$ cat config.mk
export PLATFORM = sky130hd
export DESIGN_NAME = serial_add_ctrl
export DESIGN_NICKNAME = d
export VERILOG_FILES = /design/src/rtl/serial_add_pkg.sv /design/src/rtl/serial_fa_cell.sv /design/src/rtl/serial_half_adder.sv /design/src/rtl/serial_add_ctrl.sv
export SDC_FILE = /design/constraint.sdc
export NUM_CORES = 1
export LEC_CHECK = 0
export BUFFER_PORTS_ARGS = -buffer_cell sky130_fd_sc_hd__buf_2
export CAP_MARGIN = 30
export CORE_ASPECT_RATIO = 1.4
export CORE_MARGIN = 2
export CORE_UTILIZATION = 30
export DETAILED_ROUTE_END_ITERATION = 10
export GPL_ROUTABILITY_DRIVEN = 0
export MAX_ROUTING_LAYER = met4
export SLEW_MARGIN = 15
export SYNTH_ARGS = -nofsm -noshare
export SYNTH_HDL_FRONTEND = slang
export SYNTH_HIERARCHICAL = 1
export SYNTH_SLANG_ARGS = --single-unit
$ cat constraint.sdc
create_clock -name clk -period 1.8 [get_ports clk]
set_input_delay 0.36 -clock clk [delete_from_list [all_inputs] [get_ports clk]]
set_output_delay 0.36 -clock clk [all_outputs]
set_load 0.02 [all_outputs]
$ cat src/rtl/serial_add_pkg.sv
// Shared types and constants for the bit-serial adder controller.
package serial_add_pkg;

    localparam int unsigned DEFAULT_WIDTH = 8;

    typedef enum logic [1:0] {
        IDLE = 2'd0,
        RUN  = 2'd1,
        DONE = 2'd2
    } state_e;

    // Bits needed to count 0..w-1; never narrower than one bit.
    function automatic int unsigned cnt_width(input int unsigned w);
        return (w < 2) ? 1 : $clog2(w);
    endfunction

endpackage

$ cat src/rtl/serial_fa_cell.sv
// Combinational full-adder cell: two half adders plus an OR for the carry.
module serial_fa_cell (
    input  logic a,
    input  logic b,
    input  logic ci,
    output logic s,
    output logic co
);

    logic s1;
    logic c1;
    logic c2;

    serial_half_adder u_ha0 (
        .a (a),
        .b (b),
        .s (s1),
        .c (c1)
    );

    serial_half_adder u_ha1 (
        .a (s1),
        .b (ci),
        .s (s),
        .c (c2)
    );

    // Only one of the two half-adder carries can be set at a time.
    always_comb begin
        co = c1 | c2;
    end

endmodule

$ cat src/rtl/serial_half_adder.sv
// Combinational half adder: building block of the serial full-adder cell.
module serial_half_adder (
    input  logic a,
    input  logic b,
    output logic s,
    output logic c
);

    // Sum and carry of two single bits.
    always_comb begin
        s = a ^ b;
        c = a & b;
    end

endmodule

$ cat src/rtl/serial_add_ctrl.sv
// Bit-serial adder controller: captures a, b, cin on start and produces
// {cout,sum} = a + b + cin one bit per cycle, LSB first.
// Optional feature: define SERIAL_ADD_CTRL_OVF_EN to add the signed overflow
// output ovf, registered alongside cout.
module serial_add_ctrl
    import serial_add_pkg::*;
#(
    parameter int unsigned WIDTH = DEFAULT_WIDTH
) (
    input  logic             clk,
    input  logic             rst_n,
    input  logic             start,
    input  logic [WIDTH-1:0] a,
    input  logic [WIDTH-1:0] b,
    input  logic             cin,
    output logic             ready,
    output logic             busy,
    output logic             done,
    output logic [WIDTH-1:0] sum,
    output logic             cout
`ifdef SERIAL_ADD_CTRL_OVF_EN
    ,
    output logic             ovf
`endif
);

    localparam int unsigned   CW   = cnt_width(WIDTH);
    localparam logic [CW-1:0] LAST = CW'(WIDTH - 1);

    state_e           state;
    logic [WIDTH-1:0] a_sh;
    logic [WIDTH-1:0] b_sh;
    logic             carry;
    logic [CW-1:0]    cnt;
    logic             fa_s;
    logic             fa_co;

    serial_fa_cell u_fa (
        .a  (a_sh[0]),
        .b  (b_sh[0]),
        .ci (carry),
        .s  (fa_s),
        .co (fa_co)
    );

    // Controller FSM with registered status outputs and the serial datapath.
    always_ff @(posedge clk or negedge rst_n) begin
        if (!rst_n) begin
            state <= IDLE;
            ready <= 1'b1;
            busy  <= 1'b0;
            done  <= 1'b0;
            a_sh  <= '0;
            b_sh  <= '0;
            carry <= 1'b0;
            cnt   <= '0;
            sum   <= '0;
            cout  <= 1'b0;
`ifdef SERIAL_ADD_CTRL_OVF_EN
            ovf   <= 1'b0;
`endif
        end else begin
            unique case (state)
                IDLE: begin
                    // sum/cout keep the previous result until bits start arriving.
                    if (start) begin
                        a_sh  <= a;
                        b_sh  <= b;
                        carry <= cin;
                        cnt   <= '0;
                        state <= RUN;
                        ready <= 1'b0;
                        busy  <= 1'b1;
                    end
                end
                RUN: begin
                    a_sh  <= a_sh >> 1;
                    b_sh  <= b_sh >> 1;
                    carry <= fa_co;
                    // New bit enters at the MSB; after WIDTH shifts bit 0 is in place.
                    sum   <= {fa_s, sum[WIDTH-1:1]};
                    if (cnt == LAST) begin
                        cout  <= fa_co;
`ifdef SERIAL_ADD_CTRL_OVF_EN
                        // carry holds the carry into the MSB on this cycle.
                        ovf   <= carry ^ fa_co;
`endif
                        state <= DONE;
                        busy  <= 1'b0;
                        done  <= 1'b1;
                    end else begin
                        cnt <= cnt + 1'b1;
                    end
                end
                DONE: begin
                    done  <= 1'b0;
                    ready <= 1'b1;
                    state <= IDLE;
                end
                default: begin
                    state <= IDLE;
                    ready <= 1'b1;
                    busy  <= 1'b0;
                    done  <= 1'b0;
                end
            endcase
        end
    end

endmodule

---- After elaboration in Yosys (flattened, before gate mapping) ----
Index checks and enable logic that the tools add are counted.
storage, ports and cells
  flip-flop bits (word level) ............. 34
  logic and storage cells ................. 53
  output and inout port bits .............. 12
  bits of input ports ..................... 20
operators by class
  reduce and logical (&&, ||, !) cells .... 9
  bitwise operators ....................... 8
  add/sub/neg operators ................... 1
  multiplexer cells ....................... 19
  equal/unequal tests ..................... 6
operators with widths
  kind                                            count
  case mux 8 bit (2 select lines)                 2
  2-to-1 mux 8 bit                                2
  AND reduction 2 bit                             5
  2-to-1 mux 3 bit                                2
  inequality test 2 bit (second input constant)   3
  case mux 1 bit (2 select lines)                 3
  case mux 3 bit (2 select lines)                 1
  AND reduction 3 bit                             2
  2-to-1 mux 1 bit                                5
  2-to-1 mux 2 bit                                2
  case mux 2 bit (2 select lines)                 1
  adder 3 x 1 -> 3 bit (second input constant)    1
  == test 3 bit (second input constant)           1
  inverter 1 bit                                  3
  case mux 1 bit (3 select lines)                 1
  AND 1 bit                                       2
  == test 2 x 1 -> 1 bit (second input constant)  1
  == test 2 bit (second input constant)           1
  logical NOT 2 bit                               1
  nonzero test 2 bit                              1
  bitwise XOR 1 bit                               2
  bitwise OR 1 bit                                1

---- Longest topological paths before layout ----
Gate-level depths: netlist of run 1.
  word-level depth ........................ 4
  mapped depth ............................ 5
  gate-level depth less buffers ........... 5

---- Hierarchy ----
Netlist of run 1, hierarchy kept.
modules (own cells, without submodules)
  module             instances  area each (um2)  cells each  seq. area each (um2)
  serial_add_ctrl    1          1,559.0          158         852.1
  serial_half_adder  2          12.5             1           0.0
  serial_fa_cell     1          6.3              1           0.0

---- Least setup slack after synthesis of run 1 ----
No wires, ideal clock.
  path kind ............................... register to register
  from .................................... register a_sh[0]
  to ...................................... register cout
  setup time .............................. 0.125 ns
  data required time ...................... 1.675 ns
  clock period less this slack ............ 1.438 ns
  arrival ................................. 1.313 ns
  path slack .............................. 0.362 ns
  stages on the path, launching flop included .. 5
  buffers on the path ..................... 0
  cell sequence ........................... dfrtp_1 ha_1 ha_1 or2_1 mux2_4
on the way
  word-level cells in the longest chain between the ends .. 3
  elaborated cells between the ends (all ways) .. 4
  classes of those cells .................. bitwise (4)
RTL lines
  element                 RTL line                 RTL
  start, declared         serial_add_ctrl.sv:31    logic [WIDTH-1:0] a_sh;
  start signal, assigned  serial_add_ctrl.sv:77    a_sh <= a_sh >> 1;
  bitwise XOR 1 bit       serial_half_adder.sv:11  s = a ^ b;
  named net u_fa.s1       serial_fa_cell.sv:10     logic s1;
  AND 1 bit               serial_half_adder.sv:12  c = a & b;
  named net u_fa.c2       serial_fa_cell.sv:12     logic c2;
  bitwise OR 1 bit        serial_fa_cell.sv:30     co = c1 | c2;
  named net fa_co         serial_add_ctrl.sv:36    logic fa_co;
  end signal, assigned    serial_add_ctrl.sv:83    cout <= fa_co;
  end, declared           serial_add_ctrl.sv:20    output logic cout
The timed path passes the listed nets, and every way through them passes these cells.
A chain may end at the register's enable or synchronous reset.

---- Worst setup path in the final report of run 1 ----
Ends and elaborated chain as after synthesis.

==> results of run 1 <==
-- cell usage in the layout, fill, tap and decap left out, drive strengths merged --
cell type	n
o21ai	6
dfrtp	33
a21oi	3
ha	4
nor2b	2
mux2	2
nor3	25
nand2	29
buf	40
o32ai	6
nor2	11
and2	1
clkbuf	7
nand2b	2
nor4	1
or2	2
inv	1
dfstp	1
clkinv	1
o22ai	14
a22o	5
bufinv	1
-- final timing paths --
kind	end	cells after the start	slack (ns)	start
setup / recovery	cout	4	0.28	a_sh[0]
hold / removal	b_sh[4]	2	0.10	rst_n
setup reg to reg	cout	4	0.28	a_sh[0]
hold reg to reg	sum[0]	2	0.48	sum[0]
max in group asynchronous	ready	2	1.37	rst_n
min in group clk	a_sh[7]	3	0.33	a[7]
-- registers in the layout, indices dropped and copies added (netlist names) --
signal  count
state       2
cout        1
a_sh        8
carry       1
busy        1
done        1
ready       1
sum         8
cnt         3
b_sh        8
-- logic make-up (layout without fill, tap and decap cells) --
kind of cell / Yosys count / count (layout) / synth area share [%]
buf+inv: 14 / 50 / 5.507
flops: 34 / 34 / 53.58
compound gates: 34 / 34 / 14.40
mux: 2 / 2 / 1.652
simple gates: 73 / 73 / 21.72
fa+ha+maj: 4 / 4 / 3.147
-- layer usage --
layer  up-vias  share of wire [%]  track usage, %
met3         6                4.6           3.504
met5         -                  0               -
met2        25                 50           22.36
met4         0                1.7           4.688
met1       629                 44           15.62
li1        641                  -               -
-- area by class of cell --
class / count / share of cell area [%]
clock buffers: 7 / 4.469
flip-flops and latches: 34 / 44.11
multi-input cells: 113 / 33.68
inverters: 2 / 0.3886
well taps: 66 / 4.275
clock inverters: 1 / 1.554
repair buffers: 40 / 11.53
-- report_power, final --
group          internal (mW)  leakage (nW)  switching [mW]
clock                  0.451        0.0585           0.272
sequential              1.15         0.410           0.262
combinational          0.713         0.451           0.944
total                   2.31         0.919            1.48
-- metrics by stage --
| step | hold WS [ns] | setup slack [ns] | power [mW] | util (%) |
|---|---|---|---|---|
| 5_1_grt | 0.1341 | 0.1805 | 4.123 | 37.45 |
| 2_1_floorplan | 0.06441 | 0.3617 | 2.668 | - |
| 3_3_place_gp | 0.4209 | 0.3286 | 3.064 | 35.19 |
| 3_5_place_dp | 0.4243 | 0.3024 | 3.102 | 35.19 |
| 4_1_cts | 0.1115 | 0.2812 | 3.847 | 37.45 |
| 6_report | 0.1006 | 0.2828 | 3.789 | 37.45 |
-- critical path: cells and delay by family, from the launching register on --
family	cells	cell delay [ns]
fa+ha+maj	2	0.50
flops	1	0.40
mux	1	0.26
simple gates	1	0.25
==> summary.txt, run 1 <==
Status
  • Run status: finished clean

Drt
  • Via density: between 4 and 5
  • Via Count: 1,301
  • Final WL: 3458 um
  • Wire length per cell: 13.15 um
  • Post-route DRC violation count: 0
  • 1st-pass router iterations: 3
  • Post-DRT Antenna Nets: 0
  • Initial DRC Count: 100

Pwr
  • Static Leak: 0.9189 nW
  • Power density over the cells: between 1500 and 2000 nW/um^2
  • Peak VDD IR: 0.8378 mV

Finish
  • Cell area after layout: 1932 um^2
  • Register area: 852.1 um^2
  • Syn-to-layout area delta: 21.48%
  • Antenna Cells: 0
  • Fill cells: 550
  • Share of cells above drive strength 1: between 20% and 30%
  • Area of the multi-input gates: 650.6 um^2
  • Non-Filler Instances: 263
  • Fin nets: 220

STA
  • Fmax achieved: 659.1 MHz
  • Slew of the pin with the lowest slew margin: 0.4320 ns
  • Clock skew: 0.007965 ns
  • Pins Over Slew Limit: 0
  • Fin Setup TNS: 0 ns
  • Final setup fails: 0
  • Rel. slew slack: 71.20%
  • RSZ-0062 raised after global routing: no
  • Ratio of final minimum period to clock period: a little over four fifths
  • Final Hold Vio Count: 0
  • Tmin final: 1.517 ns

CTS
  • CTS Hold Bufs: 0
  • CTS tree: done
  • Post-CTS sizing: 0
  • Num CTS Buffers: 5
  • Root Buffer: clkbuf_8
  • Clock latency on the worst-skew pair: 0.28 ns
  • Setup bufs post-CTS: 0
  • Clock sinks: 34
  • Htree depth: 2
  • Longest Clk Path Bufs: 2
  • Clock slew at reported path FFs: 0.07 ns

Critical path
  • Critical path type: flop to flop
  • Worst Setup End Kind: flop
  • Crit path max fanout: 3
  • Crit path cell chain: ha_1 > ha_1 > or2_1 > mux2_4
  • Worst EP required: 1.97 ns
  • CP peak stage delay: roughly 0.4 ns
  • Crit path DAT: 1.69 ns
  • CP max stage cell: dfrtp_1
  • Critical Path Source Type: flop
  • Crit-path most repeated cell: ha_1

GRT
  • Initial antenna violation count: 0
  • Largest net degree at the start of global routing: 35
  • Total grt overflow: 0
  • Number of global-route vias before repair: 1,354
  • GRT Overall Usage: 13.50%
  • First-pass GRT wire length: 6044 um

Yosys
  • Yosys top cell by area: dfrtp_1
  • Most frequent cell after synthesis: dfrtp_1
  • Area fraction of the dominant cell type after synthesis: 51.93%
  • Synthesized cell area: 1590 um^2
  • Synth Flop Type: dfrtp_1
  • Mapped Nets: 185
  • Register area share after synthesis: about 54%
  • Synth async-reset ratio: 100.0%
  • Post-synth EDFFs: 0
  • Syn Area/Cell: 9.877 um^2
  • Seq cells post-synth: 34
  • Dominant cells by area after synthesis: dfrtp_1 52%, nor3_1 7.9%, nand2_1 6.6%
  • Top cells by count, synth: 33 x dfrtp_1, 28 x nand2_1, 25 x nor3_1
  • Mapped Cells: 161
  • Post-synthesis cell type count: 28
  • Warnings, synthesis: 6

Die
  • I/O pin count: 32
  • Die area: 5908 um^2
  • Site row count: 31
  • Die W: 65.54 um
  • Starting Density: 30.83%
  • Die Height: 90.15 um
  • Core area: 5159 um^2

Place
  • Dpl cells: 255
  • IO Port Bufs: 31
  • DP Area: approximately 1800 um^2
  • DPL Wire Length: 2405 um

Min path
  • Hold Crit Class: primary input to async pin

Flow run
  • Max cap viols: 0
(Power assumes the default switching activity.)
==> run 2: changes to the inputs <==
ABC_AREA = 1   (was unset)
clock period = 1.3 ns   (was 1.8 ns; I/O delays follow)
==> summary.txt, run 2 <==
STA
  • Tmin final: 1.310 ns (-0.2072 ns)
  • Clock skew: 0.005446 ns (-0.002519 ns)
  • Ratio of final minimum period to clock period: 100.8% (+16 points)
  • Fin Setup TNS: -0.02172 ns (-0.02172 ns)
  • Rel. slew slack: 80.31% (+9.1 points)
  • Fmax achieved: 763.4 MHz (+16%)
  • Final Worst Setup Slack: -0.009957 ns (-0.2928 ns)
  • RSZ-0062 raised after global routing: yes
  • Hold_ws: 0.1951 ns (+0.09446 ns)
  • Final Hold Vio Count: 0 (unchanged)
  • Pins Over Slew Limit: 0 (unchanged)
  • Final setup fails: 3 (+3)
  • Slew of the pin with the lowest slew margin: 0.2944 ns (-0.1376 ns)

Pwr
  • Static Leak: 1.196 nW (+30%)
  • Peak VDD IR: 0.6746 mV (-19%)
  • Power density over the cells: 2513 nW/um^2 (+28%)

Finish
  • Commonest non-fill, non-tap cell in the layout: nand2_1
  • Fin nets: 280 (+27%)
  • Register area: 852.1 um^2 (unchanged)
  • Share of cells above drive strength 1: 26.85% (-1.1 points)
  • Largest registers: a_sh: 8 flops, b_sh: 8 flops, sum: 8 flops
  • Antenna Cells: 0 (unchanged)
  • Cell area after layout: 2143 um^2 (+11%)
  • Syn-to-layout area delta: 27.36%
  • Area of the multi-input gates: 661.9 um^2 (+1.7%)
  • Most frequent cells in the layout: 52 x nand2_1, 49 x nand3_1, 35 x inv_1
  • Fill cells: 605 (+10%)

GRT
  • First-pass GRT wire length: 6147 um (+1.7%)
  • Total grt overflow: 0 (unchanged)
  • Initial antenna violation count: 0 (unchanged)
  • Largest net degree at the start of global routing: 35 (unchanged)
  • GRT Overall Usage: 13.45% (-0.049 points)
  • Number of global-route vias before repair: 1,352 (-0.15%)

CTS
  • Clock latency on the worst-skew pair: 0.28 ns (about the same)
  • Htree depth: 2 (unchanged)
  • Clock slew at reported path FFs: 0.06 ns (about the same)
  • Longest Clk Path Bufs: 2 (unchanged)
  • Clock sinks: 34 (unchanged)
  • CTS tree: done
  • Num CTS Buffers: 5 (unchanged)
  • Root Buffer: clkbuf_8

Place
  • DPL Wire Length: 2487 um (+3.4%)
  • DP Area: 1963 um^2 (+8.1%)
  • IO Port Bufs: 31 (unchanged)
  • Pre-CTS setup slack: -0.03663 ns (-0.3390 ns)

Critical path
  • Worst EP required: 1.48 ns (-0.49 ns)
  • Critical Path Source Type: flop
  • R2r startpoint: a_sh[0]
  • Worst Setup End Kind: flop
  • Critical path type: flop to flop
  • Crit path DAT: 1.49 ns (-0.20 ns)
  • Crit path cell chain: ha_1 > ha_2 > inv_2 > nand2_2 > inv_2 > nand3_2 > nand3_2 > nand2_1
  • CP peak stage delay: 0.39 ns (about the same)
  • Crit path max fanout: 2 (-1)
  • Worst reg2reg endpoint: carry
  • R2R Setup Slk: -0.01 ns (-0.29 ns)
  • CP max stage cell: dfrtp_1
  • Worst Setup SP: a_sh[0]
  • Worst reg2reg path depth: 8 (+4)

Drt
  • Wire length per cell: 10.98 um (-16%)
  • Via density: 4.538 (-8.3%)
  • 1st-pass router iterations: 4 (+1)
  • Final WL: 3569 um (+3.2%)
  • Initial DRC Count: 40 (-60%)
  • Via Count: 1,475 (+13%)
  • Post-route DRC violation count: 0 (unchanged)
  • Post-DRT Antenna Nets: 0 (unchanged)

Yosys
  • Seq cells post-synth: 34 (unchanged)
  • Synth async-reset ratio: 100.0% (unchanged)
  • Syn Area/Cell: 7.938 um^2 (-20%)
  • Mapped Nets: 236 (+28%)
  • Post-synthesis cell type count: 17 (-39%)
  • Most frequent cell after synthesis: nand2_1
  • Yosys top cell by area: dfrtp_1
  • Area fraction of the dominant cell type after synthesis: 49.07% (-2.9 points)
  • Synth Flop Type: dfrtp_1
  • Top cells by count, synth: 53 x nand2_1, 51 x nand3_1, 38 x inv_1
  • Warnings, synthesis: 6 (unchanged)
  • Register area share after synthesis: 50.63% (-2.9 points)
  • Dominant cells by area after synthesis: dfrtp_1 49%, nand3_1 15%, nand2_1 12%
  • Synthesized cell area: 1683 um^2 (+5.8%)
  • Mapped Cells: 212 (+32%)
  • Post-synth EDFFs: 0 (unchanged)

Min path
  • Min-Delay Path Depth: 3
  • Worst Hold End: a_sh[7]
  • Beginning of the worst hold path: a[7]
  • Hold Crit Class: primary input to flop

Die
  • Die area: 6233 um^2 (+5.5%)
  • I/O pin count: 32 (unchanged)
  • Starting Density: 30.91% (+0.078 points)
  • Die W: 67.30 um (+2.7%)
  • Die Height: 92.62 um (+2.7%)
  • Core area: 5445 um^2 (+5.6%)
  • Site row count: 32 (+3.2%)

Flow run
  • Max cap viols: 0 (unchanged)

Status
  • Failing checks: setup timing
  • Run status: finished with violations
## run 2: cell families after synthesis
logic type / Yosys count / synth area share [%]
simple gates: 115 / 30.71
buf+inv: 49 / 12.71
fa+ha+maj: 4 / 2.974
flops: 34 / 50.63
compound gates: 10 / 2.974
## run 2: how the worst max path moves through the flow
stage	endpoint	slack [ns]	cells past startpoint
floorplan	carry	0.04	8
global placement	carry	0.002	8
detailed placement	cnt[1]	-0.04	6
CTS	carry	-0.01	8
global route	cnt[0]	-0.1	5
finish	carry	-0.01	8
## run 2: routing by layer
layer	track usage (%)	routed length [um]	vias to the layer above
met1	16.23	1557	689
met3	4.010	147	5
li1	-	-	749
met2	20.87	1796	32
met5	-	0	-
met4	5.272	69	0
## run 2: timing repair
item,in CTS,in global routing
buffers inserted,1,3
hold buffers,1,0
setup endpoints to repair,4,6
pin swaps,4,9
resized for setup,3,11
endpoints found under the hold margin,33,0
## run 2: worst max-delay path, delay by kind of cell (launching register included)
family / cells / cell delay (ns)
fa+ha+maj: 2 / 0.49
buf+inv: 2 / 0.11
simple gates: 4 / 0.22
flops: 1 / 0.39
## run 2: power by group
group          internal, mW  total (mW)  switching (mW)
registers              1.59        1.89           0.303
logic                  1.15        2.70            1.56
clock network         0.427       0.796           0.369
## run 2: cell type report
cell class	count	share of cell area [%]
well taps	68	3.970
repair buffers	47	14.30
clock inverters	1	0.2335
clock buffers	7	4.028
multi-input cells	129	30.88
flip-flops and latches	34	39.75
inverters	39	6.830
## run 2: per-stage QoR
step | utilization, % | std cells | total power [mW]
6_report | 39.36 | 325 | 5.387
5_1_grt | 39.36 | 325 | 5.935
4_1_cts | 38.19 | 322 | 5.235
3_5_place_dp | 36.05 | 312 | 4.380
3_3_place_gp | 36.05 | 312 | 4.322
2_1_floorplan | - | 212 | 3.622
